`src/rtl/rx_cmd_pkg.sv`:
```
// ----------------------------------------------------------------------------
// rx_cmd_pkg : event codes, ASCII constants, FSM states, byte classifier   rev 1.0
// ----------------------------------------------------------------------------
`default_nettype none

package rx_cmd_pkg;

  localparam logic [2:0] EV_NONE   = 3'd0;
  localparam logic [2:0] EV_Q25    = 3'd1;
  localparam logic [2:0] EV_D10    = 3'd2;
  localparam logic [2:0] EV_SEL    = 3'd3;
  localparam logic [2:0] EV_CANCEL = 3'd4;
  localparam logic [2:0] EV_ERR    = 3'd5;

  localparam logic [7:0] ASC_0  = 8'h30;
  localparam logic [7:0] ASC_9  = 8'h39;
  localparam logic [7:0] ASC_Q  = 8'h51;
  localparam logic [7:0] ASC_D  = 8'h44;
  localparam logic [7:0] ASC_S  = 8'h53;
  localparam logic [7:0] ASC_C  = 8'h43;
  localparam logic [7:0] ASC_SP = 8'h20;
  localparam logic [7:0] ASC_CR = 8'h0D;
  localparam logic [7:0] ASC_LF = 8'h0A;

  typedef enum logic [0:0] {
    ST_IDLE  = 1'b0,
    ST_ENTRY = 1'b1
  } state_t;

  typedef enum logic [2:0] {
    CL_BAD    = 3'd0,
    CL_DIGIT  = 3'd1,
    CL_Q25    = 3'd2,
    CL_D10    = 3'd3,
    CL_SEL    = 3'd4,
    CL_CANCEL = 3'd5,
    CL_WS     = 3'd6
  } byte_class_t;

  function automatic byte_class_t classify(input logic [7:0] b, input logic fold);
    logic [7:0]  u;
    byte_class_t c;
    u = b;
    // Only the four command letters fold; every other lowercase byte stays BAD.
    if (fold && (b == 8'h71 || b == 8'h64 || b == 8'h73 || b == 8'h63))
      u = b & 8'hDF;
    if (u >= ASC_0 && u <= ASC_9)                      c = CL_DIGIT;
    else if (u == ASC_Q)                               c = CL_Q25;
    else if (u == ASC_D)                               c = CL_D10;
    else if (u == ASC_S)                               c = CL_SEL;
    else if (u == ASC_C)                               c = CL_CANCEL;
    else if (u == ASC_SP || u == ASC_CR || u == ASC_LF) c = CL_WS;
    else                                               c = CL_BAD;
    return c;
  endfunction

endpackage

`default_nettype wire

```
`src/rtl/rx_evt_fifo.sv`:
```
// ----------------------------------------------------------------------------
// rx_evt_fifo : synchronous event FIFO, power-of-two depth, zero head when empty   rev 1.0
// ----------------------------------------------------------------------------
`default_nettype none

module rx_evt_fifo #(
  parameter  int WIDTH = 6,
  parameter  int DEPTH = 4,
  localparam int AW    = $clog2(DEPTH)
) (
  input  logic             clk,
  input  logic             reset_n,
  input  logic             push,
  input  logic [WIDTH-1:0] din,
  input  logic             pop,
  output logic [WIDTH-1:0] dout,
  output logic             full,
  output logic             empty
);

  logic [WIDTH-1:0] mem [DEPTH];
  logic [AW:0]      wr_ptr;
  logic [AW:0]      rd_ptr;
  logic             do_push;
  logic             do_pop;

  assign empty   = (wr_ptr == rd_ptr);
  assign full    = (wr_ptr[AW] != rd_ptr[AW]) && (wr_ptr[AW-1:0] == rd_ptr[AW-1:0]);
  assign do_pop  = pop && !empty;
  // A pop in the same cycle frees the slot, so a push at full is still taken.
  assign do_push = push && (!full || do_pop);
  assign dout    = empty ? '0 : mem[rd_ptr[AW-1:0]];

  always_ff @(posedge clk) begin
    if (do_push)
      mem[wr_ptr[AW-1:0]] <= din;
  end

  always_ff @(posedge clk or negedge reset_n) begin
    if (!reset_n) begin
      wr_ptr <= '0;
      rd_ptr <= '0;
    end else begin
      if (do_push) wr_ptr <= wr_ptr + 1'b1;
      if (do_pop)  rd_ptr <= rd_ptr + 1'b1;
    end
  end

endmodule

`default_nettype wire

```
`src/rtl/rx_cmd_parser.sv`:
```
// ----------------------------------------------------------------------------
// rx_cmd_parser : UART command decoder with multi-digit item entry and event FIFO   rev 1.0
// ----------------------------------------------------------------------------
`default_nettype none

module rx_cmd_parser
  import rx_cmd_pkg::*;
#(
  parameter  int MAX_ITEM   = 7,
  parameter  int FIFO_DEPTH = 4,
  parameter  int CASE_FOLD  = 1,
  localparam int ITEM_W     = $clog2(MAX_ITEM + 1)
) (
  input  logic              clk,
  input  logic              reset_n,
  input  logic              rx_dv,
  input  logic [7:0]        rx_byte,
  input  logic              ev_ready,
  input  logic              ovf_clr,
  output logic              ev_valid,
  output logic [2:0]        ev_type,
  output logic [ITEM_W-1:0] ev_item,
  output logic [ITEM_W-1:0] item_pend,
  output logic              entry_act,
  output logic [7:0]        dout,
  output logic              echo_pulse,
  output logic              ovf
);

  localparam int ACC_W  = ITEM_W + 4;
  localparam int FIFO_W = 3 + ITEM_W;
  localparam int MUL_W  = ACC_W + 4;

  state_t              state;
  state_t              state_nx;
  logic [ACC_W-1:0]    acc;
  logic [ACC_W-1:0]    acc_nx;
  byte_class_t         cls;
  logic [3:0]          digit;
  logic [MUL_W-1:0]    acc_mul;
  logic                push_req;
  logic [2:0]          push_type;
  logic [ITEM_W-1:0]   push_item;
  logic                fifo_full;
  logic                fifo_empty;
  logic                pop;
  logic                drop;
  logic [FIFO_W-1:0]   head;

  assign cls     = classify(rx_byte, CASE_FOLD != 0);
  assign digit   = rx_byte[3:0];
  // Widened so an out-of-range entry is caught before truncation to ITEM_W.
  assign acc_mul = (MUL_W'(acc) * MUL_W'(10)) + MUL_W'(digit);

  always_comb begin
    state_nx  = state;
    acc_nx    = acc;
    push_req  = 1'b0;
    push_type = EV_NONE;
    push_item = '0;
    if (rx_dv) begin
      case (state)
        ST_IDLE: begin
          case (cls)
            CL_DIGIT: begin
              acc_nx   = ACC_W'(digit);
              state_nx = ST_ENTRY;
            end
            CL_Q25:    begin push_req = 1'b1; push_type = EV_Q25;    end
            CL_D10:    begin push_req = 1'b1; push_type = EV_D10;    end
            CL_SEL:    begin push_req = 1'b1; push_type = EV_ERR;    end
            CL_CANCEL: begin push_req = 1'b1; push_type = EV_CANCEL; end
            CL_WS:     ;
            default:   begin push_req = 1'b1; push_type = EV_ERR;    end
          endcase
        end
        ST_ENTRY: begin
          case (cls)
            CL_DIGIT: begin
              if (acc_mul > MUL_W'(MAX_ITEM)) begin
                push_req  = 1'b1;
                push_type = EV_ERR;
                acc_nx    = '0;
                state_nx  = ST_IDLE;
              end else begin
                acc_nx = acc_mul[ACC_W-1:0];
              end
            end
            CL_SEL: begin
              push_req  = 1'b1;
              push_type = EV_SEL;
              push_item = acc[ITEM_W-1:0];
              acc_nx    = '0;
              state_nx  = ST_IDLE;
            end
            CL_CANCEL: begin
              push_req  = 1'b1;
              push_type = EV_CANCEL;
              acc_nx    = '0;
              state_nx  = ST_IDLE;
            end
            CL_Q25:  begin push_req = 1'b1; push_type = EV_Q25; end
            CL_D10:  begin push_req = 1'b1; push_type = EV_D10; end
            CL_WS:   ;
            default: begin
              push_req  = 1'b1;
              push_type = EV_ERR;
              acc_nx    = '0;
              state_nx  = ST_IDLE;
            end
          endcase
        end
        default: begin
          state_nx = ST_IDLE;
          acc_nx   = '0;
        end
      endcase
    end
  end

  always_ff @(posedge clk or negedge reset_n) begin
    if (!reset_n) begin
      state <= ST_IDLE;
      acc   <= '0;
    end else begin
      state <= state_nx;
      acc   <= acc_nx;
    end
  end

  always_ff @(posedge clk or negedge reset_n) begin
    if (!reset_n) begin
      dout       <= '0;
      echo_pulse <= 1'b0;
    end else begin
      echo_pulse <= rx_dv;
      if (rx_dv)
        dout <= rx_byte;
    end
  end

  assign pop  = ev_valid && ev_ready;
  assign drop = push_req && fifo_full && !pop;

  always_ff @(posedge clk or negedge reset_n) begin
    if (!reset_n)
      ovf <= 1'b0;
    else if (drop)
      ovf <= 1'b1;
    else if (ovf_clr)
      ovf <= 1'b0;
  end

  rx_evt_fifo #(
    .WIDTH (FIFO_W),
    .DEPTH (FIFO_DEPTH)
  ) u_fifo (
    .clk     (clk),
    .reset_n (reset_n),
    .push    (push_req),
    .din     ({push_type, push_item}),
    .pop     (pop),
    .dout    (head),
    .full    (fifo_full),
    .empty   (fifo_empty)
  );

  assign ev_valid  = !fifo_empty;
  assign ev_type   = head[FIFO_W-1:ITEM_W];
  assign ev_item   = head[ITEM_W-1:0];
  assign item_pend = acc[ITEM_W-1:0];
  assign entry_act = (state == ST_ENTRY);

endmodule

`default_nettype wire

```
`config.mk`:
```
export PLATFORM = sky130hd
export DESIGN_NAME = rx_cmd_parser
export DESIGN_NICKNAME = d
export VERILOG_FILES = /design/src/rtl/rx_cmd_pkg.sv /design/src/rtl/rx_evt_fifo.sv /design/src/rtl/rx_cmd_parser.sv
export SDC_FILE = /design/constraint.sdc
export NUM_CORES = 1
export LEC_CHECK = 0
export CORE_ASPECT_RATIO = 1.1
export CORE_UTILIZATION = 40
export CTS_CLUSTER_DIAMETER = 100
export DETAILED_ROUTE_END_ITERATION = 12
export PLACE_DENSITY = 0.71
export SLEW_MARGIN = 20
export SYNTH_ARGS = -nofsm -noshare
export SYNTH_HDL_FRONTEND = slang
export SYNTH_SLANG_ARGS = --single-unit
```
`constraint.sdc`:
```
create_clock -name clk -period 8.5 [get_ports clk]
set_input_delay 2.55 -clock clk [delete_from_list [all_inputs] [get_ports clk]]
set_output_delay 2.55 -clock clk [all_outputs]
set_load 0.01 [all_outputs]
```
Word level (Yosys, flattened, before mapping) --
Memories as Yosys holds them, arrays and structs flattened. Index checks and enable logic that the tools add are counted.
Cells by class: add/sub/neg operators 3, $mul 1, $lt $le $gt $ge 3, equality and inequality tests 22, mux-type cells 33, bitwise logic cells 1, reduce and logical (&&, ||, !) cells 20
Operators with widths (number):
- 8-bit by 7-bit == test with 1-bit output (second input constant) | 8
- 3-bit two-way mux | 11
- 7-bit case mux with 2 select lines | 2
- 3-bit case mux with 6 select lines | 1
- 8-bit by 4-bit == test with 1-bit output (second input constant) | 2
- 7-bit two-way mux | 2
- 6-bit two-way mux | 2
- 3-bit case mux with 4 select lines | 1
- 11-bit by 4-bit adder with 11-bit output | 1
- 11-bit by 3-bit > comparator with 1-bit output (second input constant) | 1
- 7-bit by 3-bit multiplier with 10-bit output (second input constant) | 1
- 3-bit == test (second input constant) | 3
- 1-bit two-way mux | 9
- 8-bit by 6-bit == test with 1-bit output (second input constant) | 1
- 8-bit by 6-bit greater-or-equal comparator with 1-bit output (second input constant) | 1
- 8-bit by 6-bit less-or-equal comparator with 1-bit output (second input constant) | 1
- 1-bit case mux with 2 select lines | 4
- 1-bit logical AND | 7
- 3-bit by 1-bit adder with 3-bit output (second input constant) | 2
- 3-bit by 2-bit == test with 1-bit output (second input constant) | 2
- 1-bit logical OR | 6
- 3-bit case mux with 2 select lines | 1
- 2-bit inequality test (second input constant) | 2
- 3-bit by 1-bit == test with 1-bit output (second input constant) | 1
- 9 further kinds | 11
Word-level totals: register bits after elaboration 24, RAM bits 24, output and inout port bits 21, logic and storage cells 91, memories 1
Memory list:
- u_fifo.mem | depth 4, bits a word 6, rd ports 1, clocked after Yosys merged registers in 0, wr ports 1, RTL line rx_evt_fifo.sv:21 | logic [WIDTH-1:0] mem [DEPTH];

Depth between registers and ports, before layout --
depth in word-level cells 22, gate-level depth with buffers 8

Modules after synthesis --
From an unflattened synthesis, not the netlist that was laid out.
Second synthesis, totals: cell total of the unflattened synthesis 206, area total of the unflattened synthesis 2717.6 um2
By module, submodules not included:
- rx_evt_fifo | instances 1, cells each 73, area each 1386.3 um2, seq. area each 870.8 um2
- rx_cmd_parser | instances 1, cells each 133, area each 1331.3 um2, seq. area each 450.4 um2

Worst setup path before layout --
Ideal clock, no wire load.
path type input port to flip-flop, start input rx_byte[3], end memory u_fifo.mem[1][0], enable pin, library setup time 0.378 ns, data arrival time 4.266 ns, path slack 3.855 ns, cell stages on the path 5, buffers on the path 0, cells stage by stage and3b_1 o211a_1 nor3_1 o221ai_2 nor3b_1
On the way: cells in the longest elaborated chain, start to end 22
Ends and longest elaborated chain:
- from (decl) | RTL line rx_cmd_parser.sv:17 | input logic [7:0] rx_byte,
- 8-bit by 7-bit == test with 1-bit output | RTL line rx_cmd_pkg.sv:45 | if (fold && (b == 8'h71 || b == 8'h64 || b == 8'h73 || b == 8'h63))
- 1-bit logical OR (3 in a row) | RTL line rx_cmd_pkg.sv:45
- 6-bit two-way mux | RTL line rx_cmd_pkg.sv:45
- 8-bit by 6-bit == test with 1-bit output / 8-bit by 4-bit == test with 1-bit output (equally long branches) | RTL line rx_cmd_pkg.sv:52 | else if (u == ASC_SP || u == ASC_CR || u == ASC_LF) c = CL_WS;
- 1-bit logical OR (2 in a row) | RTL line rx_cmd_pkg.sv:52
- 3-bit two-way mux | RTL line rx_cmd_pkg.sv:52
- 3-bit two-way mux | RTL line rx_cmd_pkg.sv:51 | else if (u == ASC_C) c = CL_CANCEL;
- 3-bit two-way mux | RTL line rx_cmd_pkg.sv:50 | else if (u == ASC_S) c = CL_SEL;
- (+3 left out)
- 3-bit by 1-bit == test with 1-bit output / 3-bit == test (equally long branches) | RTL line rx_cmd_parser.sv:64, rx_cmd_parser.sv:78
- 2-bit OR reduction (no source line)
- 1-bit two-way mux | RTL line rx_cmd_parser.sv:64 | case (cls)
- 1-bit case mux with 2 select lines * | RTL line rx_cmd_parser.sv:62 | case (state)
- 1-bit two-way mux * | RTL line rx_cmd_parser.sv:61 | if (rx_dv) begin
- 1-bit logical AND * | RTL line rx_evt_fifo.sv:31 | assign do_push = push && (!full || do_pop);
- 1-bit two-way mux * | RTL line rx_evt_fifo.sv:35 | if (do_push)
- 1-bit two-way mux (not written as such) * | RTL line rx_evt_fifo.sv:36 | mem[wr_ptr[AW-1:0]] <= din;
- to (decl) | RTL line rx_evt_fifo.sv:21
Mark *: on every way between the ends. The rest lies on a longest branch, timed or not.

Final worst setup path --
start input rx_dv, end memory u_fifo.mem[0][4], enable pin
On the way: cells in the longest elaborated chain, start to end 4
Ends and longest elaborated chain:
- from (decl) | RTL line rx_cmd_parser.sv:16 | input logic rx_dv,
- 1-bit two-way mux | RTL line rx_cmd_parser.sv:61
- 1-bit logical AND | RTL line rx_evt_fifo.sv:31
- 1-bit two-way mux | RTL line rx_evt_fifo.sv:35
- 1-bit two-way mux (not written as such) | RTL line rx_evt_fifo.sv:36
Every way passes these cells.

==> reports/metrics.yaml <==
run_status:
  status: "finished, final reports clean"
clock_network:
  cts_tree: "built"
  cts_setup_buffers: 0
  htree_levels: 2
  cts_made_buffers: 5
  clk_latency_ns: 0.31
  cts.path.max_buffers: 2
  clockRootBuffer: "clkbuf_8"
  cts_resized: 0
  cts.sinks: 48
  hold_buffers: 0
  cts.reportedPaths.clkPinSlew_ns: 0.09
timing:
  setup_viol_count_final: 0
  slew_viol_final: 0
  finalSetupTns_ns: 0
  max_freq_ghz: 0.179
  post-route-period-util_pct: 65.7
  fin_crit_ns: 5.58
  fin_skew_ns: 0.0145
  worst_slew_pin_slew_ns: 0.870
  hold_viol: 0
  slew_headroom_pct: 41.8
  rsz0062_at_grt: "no"
  whs_ns: 0.513
yosys:
  synthXorXnorAreaFrac_pct: 1.55
  synth_fp_nets: 259
  yosys_warnings: 0
  synth_edf_count: 24
  syn_area_um2: 2820
  synth-simple-area-share_pct: 18.6
  synth_top_family_by_area: "simple AND/OR/NAND/NOR gates"
  synthAdderAreaFrac_pct: 9.41
  synth_compound_area_share_pct: 9.15
  yosysTopAreaCell: "edfxtp_1"
  avgSynthCellArea_um2: 12.5
  ys_seq_elements: 48
  yosysTopAreaCellShare_pct: 25.6
  yosysSeqAreaShare_pct: 46.9
  synth_mux_area_share_pct: 10.2
  synthFlopType: "edfxtp_1"
  async_flop_share_pct: 50.0
  synthTopCellsByArea: "edfxtp_1, dfrtp_1, ha_1"
  synth_cell_types: 64
  syn_inst: 226
global_routing:
  grt_overflow: 0
  grt_pass1_wl_um: 8900
  grt_pass1_vias: 1819
  antenna_found_initial: 0
  grt_usage_pct: 15.7
  grt_start_max_net_pins: 25
critical_path:
  r2r_setup_slack_ns: 5.18
  startpoint_type: "primary input"
  end_kind: "flip-flop"
  cp_data_arrival_time_ns: 5.51
  crit_fanout: 16
  cp.required_ns: 8.42
  critical_path_class: "in2reg"
place:
  place_congestion: 0.819
  dpl.hpwl_um: 3900
  io_buffer_count: 33
  dpl_cell_area_um2: 3180
  dp_cells: 330
layout:
  seq_area_um2: 1320
  layout_common_cells: "clkdlybuf4s50_1, dfrtp_1, edfxtp_1"
  mostFrequentLayoutCell: "clkdlybuf4s50_1"
  stdcell_area_um2: 3280
  fin_nets: 288
  multi_input_area_um2: 1390
  instances_no_fill: 338
  antennaDiodeCount: 0
  area_growth_pct: 16.3
  num-fill-cells: 619
  drive_above_1_share_pct: 16.0
pwr:
  p_int_mw: 0.553
  finalPower_mw: 0.843
  p_seq_share_pct: 40.9
  ir_drop_v: 0.000153
  power.net_switching_mw: 0.291
  switching_share_pct: 34.5
  p_leak_nw: 1.25
  p_clk_share_pct: 15.6
  p_per_area_nw_per_um2: 257
  combPwrFrac_pct: 43.5
drt:
  viasPerCell: 5.53
  drc: 0
  routed_wl_um: 5140
  routed-via-count: 1868
  antenna_left: 0
  drt_iter0_drc: 73
  avgRoutedWirePerCell_um: 15.2
  first_pass_iters: 5
die:
  core_um2: 6710
  pin_count: 34
  start_util_pct: 42.0
  rows: 31
  die_x_um: 82.0
  die_y_um: 90.0
  dieArea_um2: 7380
job:
  drv_cap: 0
hold_path:
  hold_class: "reg2reg"
==> power by group through the flow <==
| stage | logic (mW) | registers (mW) | clock network, mW |
|---|---|---|---|
| 3_3_place_gp | 0.358 | 0.348 | 0 |
| 4_1_cts | 0.364 | 0.346 | 0.137 |
| 3_5_place_dp | 0.362 | 0.351 | 0 |
| 5_1_grt | 0.411 | 0.353 | 0.144 |
| 2_1_floorplan | 0.259 | 0.325 | 0 |
| 6_report | 0.367 | 0.345 | 0.132 |
==> path summary, 6_finish.rpt <==
| check | from | endpoint | depth (start not counted) |
|---|---|---|---|
| setup / recovery | rx_dv | u_fifo.mem[0][4]$_DFFE_PP_ | 5 |
| min in group asynchronous | reset_n | dout[5]$_DFFE_PN0P_ | 2 |
| hold reg to reg | dout[0]$_DFFE_PN0P_ | dout[0]$_DFFE_PN0P_ | 1 |
| hold / removal | dout[0]$_DFFE_PN0P_ | dout[0]$_DFFE_PN0P_ | 1 |
| max in group asynchronous | reset_n | u_fifo.rd_ptr[0]$_DFFE_PN0P_ | 2 |
| setup reg to reg | acc[1]$_DFFE_PN0P_ | u_fifo.mem[0][3]$_DFFE_PP_ | 8 |
==> stage by stage <==
step,utilization [%],setup WS (ns)
after global placement,47.4,2.69
after CTS,48.7,2.89
final,48.8,2.92
after global routing,48.8,2.71
after detailed placement,47.4,2.57
after floorplan,-,3.86
==> worst max-delay path, cell delays in order <==
cell and delay (ns):
clkdlybuf4s50_1 0.87, inv_1 0.29, nor3_1 0.72, o221ai_2 0.29, nor3b_1 0.77
==> cell usage after synthesis (4+ instances only) <==
library cell,n
nor2b_1,4
a211oi_1,4
edfxtp_1,24
mux2_2,9
and2b_2,4
nand3_1,7
inv_1,9
mux4_2,6
and2_1,11
nor3_1,8
dfrtp_1,24
nand4_1,4
nor2_1,8
nor3b_1,5
nand2_1,7
ha_1,18
==> cell families (layout without fill, tap and decap cells) <==
kind of cell | count (synthesis) | count (layout)
XOR/XNOR | 5 | 5
adder cells (fa/ha/maj) | 20 | 20
buffers and inverters | 21 | 51
AO/OA/AOI/OAI | 32 | 32
multiplexers | 19 | 19
flip-flops | 48 | 48
AND/OR/NAND/NOR | 81 | 81
==> layout make-up <==
class | instances | area share, %
sequential | 48 | 40.3
tap | 82 | 3.13
multi-input combinational | 157 | 42.5
timing repair buffer | 34 | 10.3
inverter | 9 | 1.03
clock inverter | 3 | 0.573
clock buffer | 5 | 2.10
==> per-layer routing <==
metal | vias to the layer above | track usage, % | part of all wire, %
met5 | - | 0 | 0
li1 | 917 | - | -
met4 | 0 | 4.09 | 0.95
met2 | 45 | 24.9 | 50
met1 | 900 | 21.6 | 46
met3 | 6 | 3.05 | 3.7
==> state kept, by name (all words and copies together), names as in the netlist <==
register	cells
ovf	1
entry_act	1
u_fifo.mem	24
u_fifo.rd_ptr	3
acc	7
u_fifo.wr_ptr	3
dout	8
echo_pulse	1
Power figures use the tool's default switching activity.
